`src/rtl/vga_timing_gen.sv`:
```
// VGA display timing: divides clk to the pixel rate, scans column/row, and emits video_on and
// hsync/vsync delayed to line up with the downstream pixel lookup and registered colorizer.
module vga_timing_gen #(
  parameter int   H_ACTIVE  = 640,
  parameter int   H_FP      = 16,
  parameter int   H_SYNC    = 96,
  parameter int   H_BP      = 48,
  parameter int   V_ACTIVE  = 480,
  parameter int   V_FP      = 10,
  parameter int   V_SYNC    = 2,
  parameter int   V_BP      = 33,
  parameter int   CLK_DIV   = 4,
  parameter logic SYNC_POL  = 1'b0,
  parameter int   VID_DELAY = 1
) (
  input  logic       clk,
  input  logic       reset_n,
  output logic       pix_tick,
  output logic [9:0] pixel_column,
  output logic [9:0] pixel_row,
  output logic       video_on,
  output logic       horiz_sync,
  output logic       vert_sync,
  output logic       frame_start
);

  localparam int H_TOTAL = H_ACTIVE + H_FP + H_SYNC + H_BP;
  localparam int V_TOTAL = V_ACTIVE + V_FP + V_SYNC + V_BP;
  localparam int DIV_W   = (CLK_DIV > 1) ? $clog2(CLK_DIV) : 1;
  localparam int SYNC_STAGES = VID_DELAY + 1;

  localparam logic [DIV_W-1:0] DIV_LAST = DIV_W'(CLK_DIV - 1);
  localparam logic [9:0] H_LAST   = 10'(H_TOTAL - 1);
  localparam logic [9:0] V_LAST   = 10'(V_TOTAL - 1);
  localparam logic [9:0] H_ACT    = 10'(H_ACTIVE);
  localparam logic [9:0] V_ACT    = 10'(V_ACTIVE);
  localparam logic [9:0] HS_FIRST = 10'(H_ACTIVE + H_FP);
  localparam logic [9:0] HS_LAST  = 10'(H_ACTIVE + H_FP + H_SYNC - 1);
  localparam logic [9:0] VS_FIRST = 10'(V_ACTIVE + V_FP);
  localparam logic [9:0] VS_LAST  = 10'(V_ACTIVE + V_FP + V_SYNC - 1);
  localparam logic       SYNC_IDLE = ~SYNC_POL;

  logic [DIV_W-1:0] div_q, div_d;
  logic             tick_q, tick_d;
  logic [9:0]       col_q, col_d, row_q, row_d;
  logic             col_wrap, row_wrap, active, hs_raw, vs_raw;

  // {hsync, vsync} per stage; stage 0 samples the live counters
  logic [SYNC_STAGES-1:0][1:0] sync_q, sync_d;

  assign col_wrap = (col_q == H_LAST);
  assign row_wrap = (row_q == V_LAST);
  assign active   = (col_q < H_ACT) && (row_q < V_ACT);
  assign hs_raw   = (col_q >= HS_FIRST) && (col_q <= HS_LAST);
  assign vs_raw   = (row_q >= VS_FIRST) && (row_q <= VS_LAST);

  always_comb begin
    div_d  = (div_q == DIV_LAST) ? '0 : div_q + DIV_W'(1);
    tick_d = (div_q == DIV_LAST);
    col_d  = col_q;
    row_d  = row_q;
    if (tick_q) begin
      col_d = col_wrap ? '0 : col_q + 10'd1;
      if (col_wrap) row_d = row_wrap ? '0 : row_q + 10'd1;
    end
  end

  always_comb begin
    sync_d[0] = {(hs_raw ? SYNC_POL : SYNC_IDLE), (vs_raw ? SYNC_POL : SYNC_IDLE)};
    for (int i = 1; i < SYNC_STAGES; i++) sync_d[i] = sync_q[i-1];
  end

  always_ff @(posedge clk or negedge reset_n) begin
    if (!reset_n) begin
      div_q  <= '0;
      tick_q <= 1'b0;
      col_q  <= '0;
      row_q  <= '0;
      for (int i = 0; i < SYNC_STAGES; i++) sync_q[i] <= {2{SYNC_IDLE}};
    end else begin
      div_q  <= div_d;
      tick_q <= tick_d;
      col_q  <= col_d;
      row_q  <= row_d;
      sync_q <= sync_d;
    end
  end

  generate
    if (VID_DELAY == 0) begin : g_vid_comb
      // counters sit at (0,0) in reset, so gate to keep video_on low there
      assign video_on = active & reset_n;
    end else begin : g_vid_pipe
      logic [VID_DELAY-1:0] vid_pipe_q, vid_pipe_d;
      always_comb begin
        vid_pipe_d[0] = active;
        for (int i = 1; i < VID_DELAY; i++) vid_pipe_d[i] = vid_pipe_q[i-1];
      end
      always_ff @(posedge clk or negedge reset_n) begin
        if (!reset_n) vid_pipe_q <= '0;
        else          vid_pipe_q <= vid_pipe_d;
      end
      assign video_on = vid_pipe_q[VID_DELAY-1];
    end
  endgenerate

  assign pix_tick     = tick_q;
  assign pixel_column = col_q;
  assign pixel_row    = row_q;
  assign horiz_sync   = sync_q[SYNC_STAGES-1][1];
  assign vert_sync    = sync_q[SYNC_STAGES-1][0];
  assign frame_start  = tick_q & col_wrap & row_wrap;

endmodule

```
`config.mk`:
```
export PLATFORM = sky130hd
export DESIGN_NAME = vga_timing_gen
export DESIGN_NICKNAME = d
export VERILOG_FILES = /design/src/rtl/vga_timing_gen.sv
export SDC_FILE = /design/constraint.sdc
export NUM_CORES = 1
export LEC_CHECK = 0
export ABC_AREA = 0
export CAP_MARGIN = 15
export CORE_UTILIZATION = 50
export CTS_CLUSTER_DIAMETER = 80
export DETAILED_ROUTE_END_ITERATION = 16
export GPL_TIMING_DRIVEN = 0
export PLACE_DENSITY_LB_ADDON = 0.12
export SKIP_CTS_REPAIR_TIMING = 1
export SYNTH_ARGS = -nofsm -noshare
export SYNTH_HDL_FRONTEND = slang
export SYNTH_SLANG_ARGS = --single-unit
```
`constraint.sdc`:
```
create_clock -name clk -period 1.9 [get_ports clk]
set_clock_uncertainty 0.05 [all_clocks]
set_input_delay 0.19 -clock clk [delete_from_list [all_inputs] [get_ports clk]]
set_output_delay 0.19 -clock clk [all_outputs]
set_load 0.02 [all_outputs]
```
Yosys cells after proc, flatten, opt, wreduce, memory -nomap -nowiden. Index checks and enable logic that the tools add are counted.

Flip-flop bits (word level): 28. Input bits: 2. Output and inout bits: 25. Logic and storage cells: 30.

Add/subtract/negate cells: 3. $lt $le $gt $ge: 6. Equality and inequality tests: 3. Multiplexer cells: 5. Bitwise gates (word level): 2. Reduce and logical (&&, ||, !) cells: 4.

Operators with widths (number): $add A10 B1 Y10 const B (2); $eq A10 B10 Y1 const B (2); $mux W10 (2); $ge A10 B10 Y1 const B (1); $ge A10 B9 Y1 const B (1); $le A10 B10 Y1 const B (1); $le A10 B9 Y1 const B (1); $lt A10 B10 Y1 const B (1); $lt A10 B9 Y1 const B (1); $logic_and A1 B1 Y1 (3); $add A2 B1 Y2 const B (1); $and A1 B1 Y1 (2); $eq A2 B2 Y1 const B (1); $mux W1 (2); $mux W2 (1); $reduce_and A2 Y1 (1).

Logic depth before layout (Yosys ltp). Gate-level depths: netlist (run 1).

Word-level depth: 3. Gate-level depth with buffers: 6. Gate-level depth less buffers: 6.

Worst setup path before layout (run 1). OpenSTA, ideal clock, no wires.

Path type: register to register. From: register col_q[0], in the netlist pixel_column[0]. To: register row_q[2], in the netlist pixel_row[2]. Library setup time: 0.143 ns. Arrival: 1.679 ns. Required time: 1.707 ns. Setup slack: 0.027 ns. Cell stages (with the launch flop): 7. Path buffers: 1. Clock period less this slack: 1.873 ns. Cells stage by stage: dfrtp_1 > ha_1 > and4_1 > buf_6 > nand4_4 > nor2_1 > nor2_1.

Cells in the longest elaborated chain, start to end: 2.

RTL lines: from (decl) (line 45) `logic [9:0] col_q, col_d, row_q, row_d;`; from (signal assigned) (line 83) `col_q <= col_d;`; $eq A10 B10 Y1 (line 51) `assign col_wrap = (col_q == H_LAST);`; $reduce_and A2 Y1 (no line); to (signal assigned) (line 84) `row_q <= row_d;`; to (decl) (line 45).

Every way passes these cells. A chain may end at the register's enable or synchronous reset.

Worst setup path after layout (run 1).
From: register row_q[0], in the netlist pixel_row[0]. To: output frame_start.

Cells in the longest elaborated chain, start to end: 2.

RTL lines: $eq A10 B10 Y1 (line 52) `assign row_wrap = (row_q == V_LAST);`; $and A1 B1 Y1 (line 112) `assign frame_start = tick_q & col_wrap & row_wrap;`; to (decl) (line 24) `output logic frame_start`.

Every way passes these cells.

==> results_dict.tcl, run 1 <==
set metrics [dict create \
    cts.sinks 28 \
    grt_pass1_vias 947 \
    violations "setup timing" \
    syn_inst 127 \
    fmax_mhz 490.5 \
    synth.most_common_cell "dfrtp_1" \
    ys_seq_area_share_pct 51.93 \
    vias 1113 \
    utilization_pct 72.22 \
    relSlewSlack_pct 55.64 \
    rsz0062_at_grt "true" \
    period_share_pct 107.3 \
    synth-seq-cells 28 \
    p_per_area_mw_per_mm2 475.3 \
    worstReg2RegStart "pixel_column[5]" \
    min_period_ns 2.039 \
    r2r_setup_slack_ns 0.05 \
    firstDrtPassIters 4 \
    grt_antenna_before_repair 0 \
    rr_endpoint "pixel_row[4]" \
    use_met1_pct 28.06 \
    top_usage_layer "met2" \
    synth_common_cells "dfrtp_1 (24), nand2_1 (13), nor2_1 (8)" \
    fp.dieH_um 54.13 \
    ys_types 36 \
    critPathRequiredTime_ns 1.66 \
    met3_usage_pct 4.237 \
    max_cap_viol_count 0 \
    power_leakage_nw 0.7677 \
    tightest_slew_ns 0.6634 \
    synth_top_area_share_pct 44.20 \
    hold_class "input port to asynchronous set/reset pin" \
    area_growth_pct 34.07 \
    synth_edf_count 0 \
    antenna_cells 0 \
    path_max_fanout 6 \
    io_pins 27 \
    drive_above_1_share_pct 20.59 \
    ant_nets 0 \
    synth_area_leaders "dfrtp_1 (44%), dfstp_2 (7.7%), ha_1 (4.6%)" \
    grt_use_met2_pct 31.91 \
    cts_max_path_buffers 2 \
    dp_cells 184 \
    grt_max_degree 17 \
    worstSetupPathType "register to output pin" \
    fp.dieW_um 54.13 \
    final_cells 200 \
    ir_drop_mv 0.4495 \
    reg2reg_depth 5 \
    worstPathArrival_ns 1.80 \
    cts_tree "built" \
    grt_pass1_wl_um 4271 \
    numCtsBuffers 3 \
    drt_iter0_drc 20 \
    ys_warn_count 0 \
    final_nets 178 \
    totalWireLength_um 2794 \
    ys_async_sr_fraction_pct 100.0 \
    netlist_area_mm2 0.001359 \
    gp_congestion 0.7551 \
    cts_htree_levels 1 \
    slew_viol_final 0 \
    via_per_inst 5.565 \
    fillCellCount 185 \
    dp_hpwl_um 1874 \
    rows 18 \
    yosys.area.top_type "dfrtp_1" \
    grt_usage_pct 20.40 \
    die_area_mm2 0.002930 \
    clk_latency_ns 0.32 \
    layout_setup_ws_ns -0.1387 \
    dominantRegCellSynth "dfrtp_1" \
    setup_viol 1 \
    port_buffers 26 \
    cts-root-buf "clkbuf_4" \
    wl_per_cell_um 13.97 \
    grt-ovfl-total 0 \
    cts.clk_slew.worst_paths_ns 0.14 \
    initial_core_util_pct 53.87 \
    synth_nets 134 \
    core-area_mm2 0.002522 \
    worstSetupStartpointType "register" \
    run_status "finished with violations" \
    drc 0 \
    hold_viol_final 0 \
    syn_avg_cell_area_um2 10.70 \
    end_kind "output pin" \
]
## layout by cell type (no fill, tap or decap), types with 2 or more instances in the layout
master,n
clkdlybuf4s50_1,25
dfrtp_1,21
nand2_1,13
buf_4,12
nor2_1,7
nand3_1,7
xnor2_1,7
inv_1,6
nor3_1,5
a21oi_1,5
and4_1,4
xor2_1,4
o21ai_0,4
ha_1,4
dfstp_2,4
nand4_1,3
clkbuf_4,3
dfrtp_2,3
clkbuf_1,2
buf_6,2
nand4_4,2
and3_1,2
and3_2,2
and2_1,2
or3_1,2
o21ai_1,2
## per-layer routing
metal	vias to the layer above	part of all wire, %
li1	534	-
met2	34	48
met4	0	0.82
met1	541	47
met3	4	3.8
met5	-	0
## state kept, by name, summed over array words and instances, names as in the netlist
| signal | flops |
|---|---|
| pixel_row | 10 |
| sync_d | 2 |
| div_q | 2 |
| pixel_column | 10 |
| horiz_sync | 1 |
| video_on | 1 |
| vert_sync | 1 |
| pix_tick | 1 |
## worst max-delay path by stage
stage / depth (start not counted) / slack (ns) / startpoint / endpoint
2_1_floorplan: 6 / 0.03 / pixel_column[0] / pixel_row[2]
5_1_grt: 6 / -0.26 / pixel_row[0] / frame_start
3_5_place_dp: 6 / -0.50 / pixel_column[0] / frame_start
3_3_place_gp: 6 / -0.46 / pixel_column[0] / frame_start
4_1_cts: 6 / -0.89 / pixel_column[0] / frame_start
6_report: 6 / -0.14 / pixel_row[0] / frame_start
## worst max-delay path, stage by stage (launching register included)
cell      delay, ns
dfrtp_2        0.47
inv_1          0.07
ha_1           0.13
nor4bb_2       0.24
nand4_1        0.23
nor2_4         0.21
buf_6          0.14
## area by class of cell
class / instances / area, µm² / area share (%)
flip-flops and latches: 28 / 709.4 / 38.94
multi-input cells: 89 / 620.6 / 34.07
repair buffers: 39 / 379.1 / 20.81
well taps: 30 / 37.54 / 2.060
inverters: 7 / 28.78 / 1.580
clock buffers: 4 / 26.28 / 1.442
plain buffers: 3 / 20.02 / 1.099
## stage by stage
| step | cell area, µm² | hold WS [ns] | setup WS (ns) | total power, mW | TNS (ns) |
|---|---|---|---|---|---|
| after floorplan | 1359 | -0.1556 | 0.02721 | 0.6075 | 0 |
| after CTS | 1710 | 0.2134 | -0.8914 | 0.8714 | -0.9065 |
| after global routing | 1822 | 0.2329 | -0.2569 | 0.8977 | -0.3635 |
| after global placement | 1657 | 0.2967 | -0.4552 | 0.6206 | -0.4552 |
| after detailed placement | 1684 | 0.2976 | -0.5016 | 0.6278 | -0.5016 |
| final | 1822 | 0.1997 | -0.1387 | 0.8658 | -0.1387 |
## logic make-up after synthesis
| kind of cell | synth area share, % |
|---|---|
| AOI/OAI and AO/OA | 7.368 |
| buffers and inverters | 3.591 |
| DFF | 51.93 |
| adders and majority gates | 4.604 |
| xor gates and xnor gates | 7.090 |
| and+or+nand+nor | 25.41 |
## report_power, final
part	leakage, nW	internal [mW]	switching, mW	total [mW]
clock	0.0150	0.0822	0.168	0.250
sequential	0.353	0.597	0	0.597
combinational	0.400	0.00749	0.0119	0.0194
Note: power is estimated with default switching activity, not from simulation.
==> inputs of run 2 (changes only) <==
Settings changed: CORE_UTILIZATION 50 to 30.
==> run 2 against run 1 <==
  * The run now ends clean
  * Die area up 64%
  * Wire length is 8.8% higher
  * Critical endpoint unchanged
  * Power rose by 15%
  * Critical path type unchanged
  * Sequential share of layout area fell by 1.9 points
==> results_dict.tcl, run 2 (synthesized netlist as in run 1, its figures left out) <==
set metrics [dict create \
    run_status "finished, final reports clean" \
    grt_usage_pct 12.47 \
    layout_setup_ws_ns 0.05255 \
    antenna_cells 0 \
    final_cell_mix "clkdlybuf4s50_1 (25), dfrtp_1 (18), buf_4 (17)" \
    max_cap_viol_count 0 \
    dp_hpwl_um 2033 \
    final_nets 182 \
    cts_htree_levels 1 \
    io_pins 27 \
    numCtsBuffers 3 \
    period_share_pct 97.23 \
    hold_class "input port to asynchronous set/reset pin" \
    drt_iter0_drc 64 \
    drive_above_1_share_pct 25.29 \
    grt_antenna_before_repair 0 \
    final_area_mm2 0.001926 \
    crit_path_cell_trace "and4bb_4 > nand4_4 > nor2_4 > buf_6" \
    core-area_mm2 0.004354 \
    fp.dieH_um 69.30 \
    end_kind "output pin" \
    cts_max_path_buffers 2 \
    clk_latency_ns 0.28 \
    ant_nets 0 \
    relSlewSlack_pct 56.18 \
    setup_viol 0 \
    worstPathArrival_ns 1.61 \
    dpl_worst_slack_ns -0.4807 \
    die_area_mm2 0.004802 \
    worstReg2RegStart "pixel_column[6]" \
    grt_pass1_wl_um 4843 \
    min_period_ns 1.847 \
    initial_core_util_pct 31.21 \
    fp.dieW_um 69.30 \
    drc 0 \
    seq_area_um2 713.2 \
    critPathTopFamily "simple AND/OR/NAND/NOR gates" \
    firstDrtPassIters 4 \
    gp_congestion 0.8094 \
    port_buffers 26 \
    multi_input_area_um2 630.6 \
    critPathRequiredTime_ns 1.66 \
    utilization_pct 44.22 \
    vias 1072 \
    power_leakage_nw 0.8001 \
    totalWireLength_um 3039 \
    r2r_setup_slack_ns 0.11 \
    worstSetupPathType "register to output pin" \
    slew_viol_final 0 \
    grt-ovfl-total 0 \
    tightest_slew_ns 0.6553 \
    p_per_area_mw_per_mm2 518.6 \
    cts.clk_slew.worst_paths_ns 0.10 \
    worstSetupStartpointType "register" \
    hold_viol_final 0 \
    fillCellCount 419 \
    grt_pass1_vias 964 \
    place_area_mm2 0.001712 \
    path_buf_inv 1 \
    fmax_mhz 541.3 \
    final_common_cell "clkdlybuf4s50_1" \
    cts-root-buf "clkbuf_8" \
    slowest_stage "dfrtp_2" \
    reg2reg_depth 5 \
    rr_endpoint "pixel_row[3]" \
    area_growth_pct 41.71 \
    path_max_fanout 8 \
    cpPeakStageDelay_ns 0.44 \
    ir_drop_mv 0.2336 \
    via_per_inst 4.743 \
    wl_per_cell_um 13.45 \
    rows 24 \
    cts.sinks 28 \
    cts_tree "built" \
    grt_max_degree 18 \
]
run 2: layer usage:
layer	up-vias	GRT usage [%]	wire length [µm]
met5	-	0	0
met4	0	3.401	38
met3	4	2.762	105
met2	27	18.88	1455
met1	503	17.90	1439
li1	538	-	-
run 2: where the power goes:
group	total (mW)	internal (mW)	switching (mW)
Combinational	0.0200	0.00750	0.0125
Clock	0.383	0.186	0.197
Sequential	0.596	0.596	0
run 2: final cells by class:
type,instances,area share (%)
multi-input cells,89,32.75
plain buffers,2,0.8447
well taps,52,3.379
repair buffers,44,21.64
inverters,7,1.494
clock buffers,4,2.859
flip-flops and latches,28,37.04
run 2: through the flow:
| step | hold slack (ns) | cells | power (mW) | setup TNS (ns) |
|---|---|---|---|---|
| finish | 0.2560 | 226 | 0.9986 | 0 |
| global route | 0.2985 | 226 | 1.039 | -0.04020 |
| CTS | 0.2689 | 210 | 1.011 | -0.8043 |
| detailed placement | 0.2992 | 206 | 0.6286 | -0.4807 |
| global placement | 0.2965 | 205 | 0.6215 | -0.4669 |
| floorplan | -0.1556 | 127 | 0.6075 | 0 |
run 2: worst max-delay path by stage:
stage,from,end,slack [ns],depth (start not counted)
final,pixel_column[6],frame_start,0.05,4
after global routing,pixel_row[0],frame_start,-0.04,6
after CTS,pixel_column[0],frame_start,-0.80,6
after detailed placement,pixel_column[0],frame_start,-0.48,6
after global placement,pixel_column[0],frame_start,-0.47,6
after floorplan,pixel_column[0],pixel_row[2],0.03,6
==> inputs of run 3 (changes only) <==
Clock period 1.9 ns to 2.1 ns, I/O delays scaled along.
==> run 3 against run 2 <==
  * Wire length is 6.9% lower
  * Clock power is 9.7% lower
  * Non-clock buffer count is 13 lower
  * Critical path type unchanged
  * Critical endpoint unchanged
  * Highest routed layer unchanged
==> results_dict.tcl, run 3 (synthesized netlist as in run 1, its figures left out) <==
set metrics [dict create \
    p_comb_share_pct 2.0 \
    fp.dieW_um 69.30 \
    hold_class "input port to asynchronous set/reset pin" \
    path_max_fanout 10 \
    dp_hpwl_um 2033 \
    worstPathArrival_ns 1.73 \
    seqPwrFrac_pct 59.7 \
    grt_max_degree 18 \
    end_kind "output pin" \
    p_int_mw 0.7142 \
    period_share_pct 94.65 \
    final_cell_mix "clkdlybuf4s50_1 (25), dfrtp_1 (23), nand2_1 (13)" \
    fmax_mhz 503.1 \
    cts_tree "built" \
    area_growth_pct 32.14 \
    setup_viol 0 \
    slew_viol_final 0 \
    cts.clk_slew.worst_paths_ns 0.10 \
    drt_iter0_drc 68 \
    clk_latency_ns 0.28 \
    totalWireLength_um 2828 \
    clockPowerShare_pct 38.3 \
    gp_congestion 0.8094 \
    final_area_mm2 0.001795 \
    worstSetupPathType "register to output pin" \
    netSwitchingFraction_pct 20.98 \
    grt_pass1_vias 964 \
    hold_viol_final 0 \
    die_area_mm2 0.004802 \
    cts_htree_levels 1 \
    switching_power_mw 0.1896 \
    port_buffers 26 \
    cts-root-buf "clkbuf_8" \
    antenna_cells 0 \
    power_leakage_nw 0.7351 \
    grt_pass1_wl_um 4843 \
    fillCellCount 425 \
    utilization_pct 41.24 \
    fp.dieH_um 69.30 \
    wl_per_cell_um 13.28 \
    relSlewSlack_pct 56.05 \
    final_nets 169 \
    ir_drop_mv 0.2110 \
    numCtsBuffers 3 \
    min_period_ns 1.988 \
    final_common_cell "clkdlybuf4s50_1" \
    layout_setup_ws_ns 0.1124 \
    cts.sinks 28 \
    drive_above_1_share_pct 14.91 \
    io_pins 27 \
    initial_core_util_pct 31.21 \
    place_area_mm2 0.001712 \
    multi_input_area_um2 614.3 \
    dpl_worst_slack_ns -0.3007 \
    ant_nets 0 \
    critPathRequiredTime_ns 1.84 \
    cts_max_path_buffers 2 \
    hold_ws_ns 0.2768 \
    vias 1013 \
    drc 0 \
    tightest_slew_ns 0.6571 \
    core-area_mm2 0.004354 \
    via_per_inst 4.756 \
    p_per_area_mw_per_mm2 503.3 \
    firstDrtPassIters 4 \
    seq_area_um2 706.9 \
    grt_antenna_before_repair 0 \
    run_status "finished, final reports clean" \
    grt_usage_pct 12.47 \
    max_cap_viol_count 0 \
    grt-ovfl-total 0 \
    rows 24 \
    worstSetupStartpointType "register" \
    p_total_mw 0.9037 \
]
==> run 3: metrics by stage <==
step | setup TNS (ns) | cells
3_3_place_gp | -0.2869 | 205
5_1_grt | -0.002178 | 213
6_report | 0 | 213
2_1_floorplan | 0 | 127
3_5_place_dp | -0.3007 | 206
4_1_cts | -0.6213 | 210
==> run 3: cell type report <==
class	instances	area share (%)
sequential	28	39.37
multi-input combinational	89	34.22
timing repair buffer	30	17.00
tap	52	3.624
clock buffer	4	3.066
inverter	7	1.603
buffer	3	1.115
==> run 3: path summary, 6_finish.rpt <==
check                           depth (start not counted)       startpoint  slack, ns      endpoint
worst max-delay path                                    4  pixel_column[5]       0.11   frame_start
worst min-delay path                                    1          reset_n       0.28  pixel_row[3]
worst max register to register                          6  pixel_column[0]       0.27  pixel_row[9]
worst min register to register                          0        sync_d[2]       0.31     vert_sync
max in group asynchronous                               2          reset_n       1.13     vert_sync
min in group clk                                        0        sync_d[2]       0.31     vert_sync
==> run 3: per-layer routing <==
metal  vias to the layer above  wire, µm  global-route usage, %
li1                        516         -                      -
met1                       476      1434                  17.90
met2                        19      1284                  18.88
met3                         2        84                  2.762
met4                         0        24                  3.401
met5                         -         0                      0
==> run 3: worst max-delay path, stage by stage, from the launching register on <==
cell	delay [ns]
dfrtp_1	0.48
and4bb_4	0.44
nand4_4	0.18
nor2_4	0.16
clkbuf_2	0.18
==> run 3: power by group through the flow <==
| stage | registers, mW | clock network (mW) | logic [mW] |
|---|---|---|---|
| final | 0.539 | 0.346 | 0.0181 |
| after global routing | 0.539 | 0.380 | 0.0212 |
| after CTS | 0.539 | 0.356 | 0.0194 |
| after detailed placement | 0.549 | 0 | 0.0193 |
| after global placement | 0.550 | 0 | 0.0128 |
| after floorplan | 0.550 | 0 | 0.000000212 |
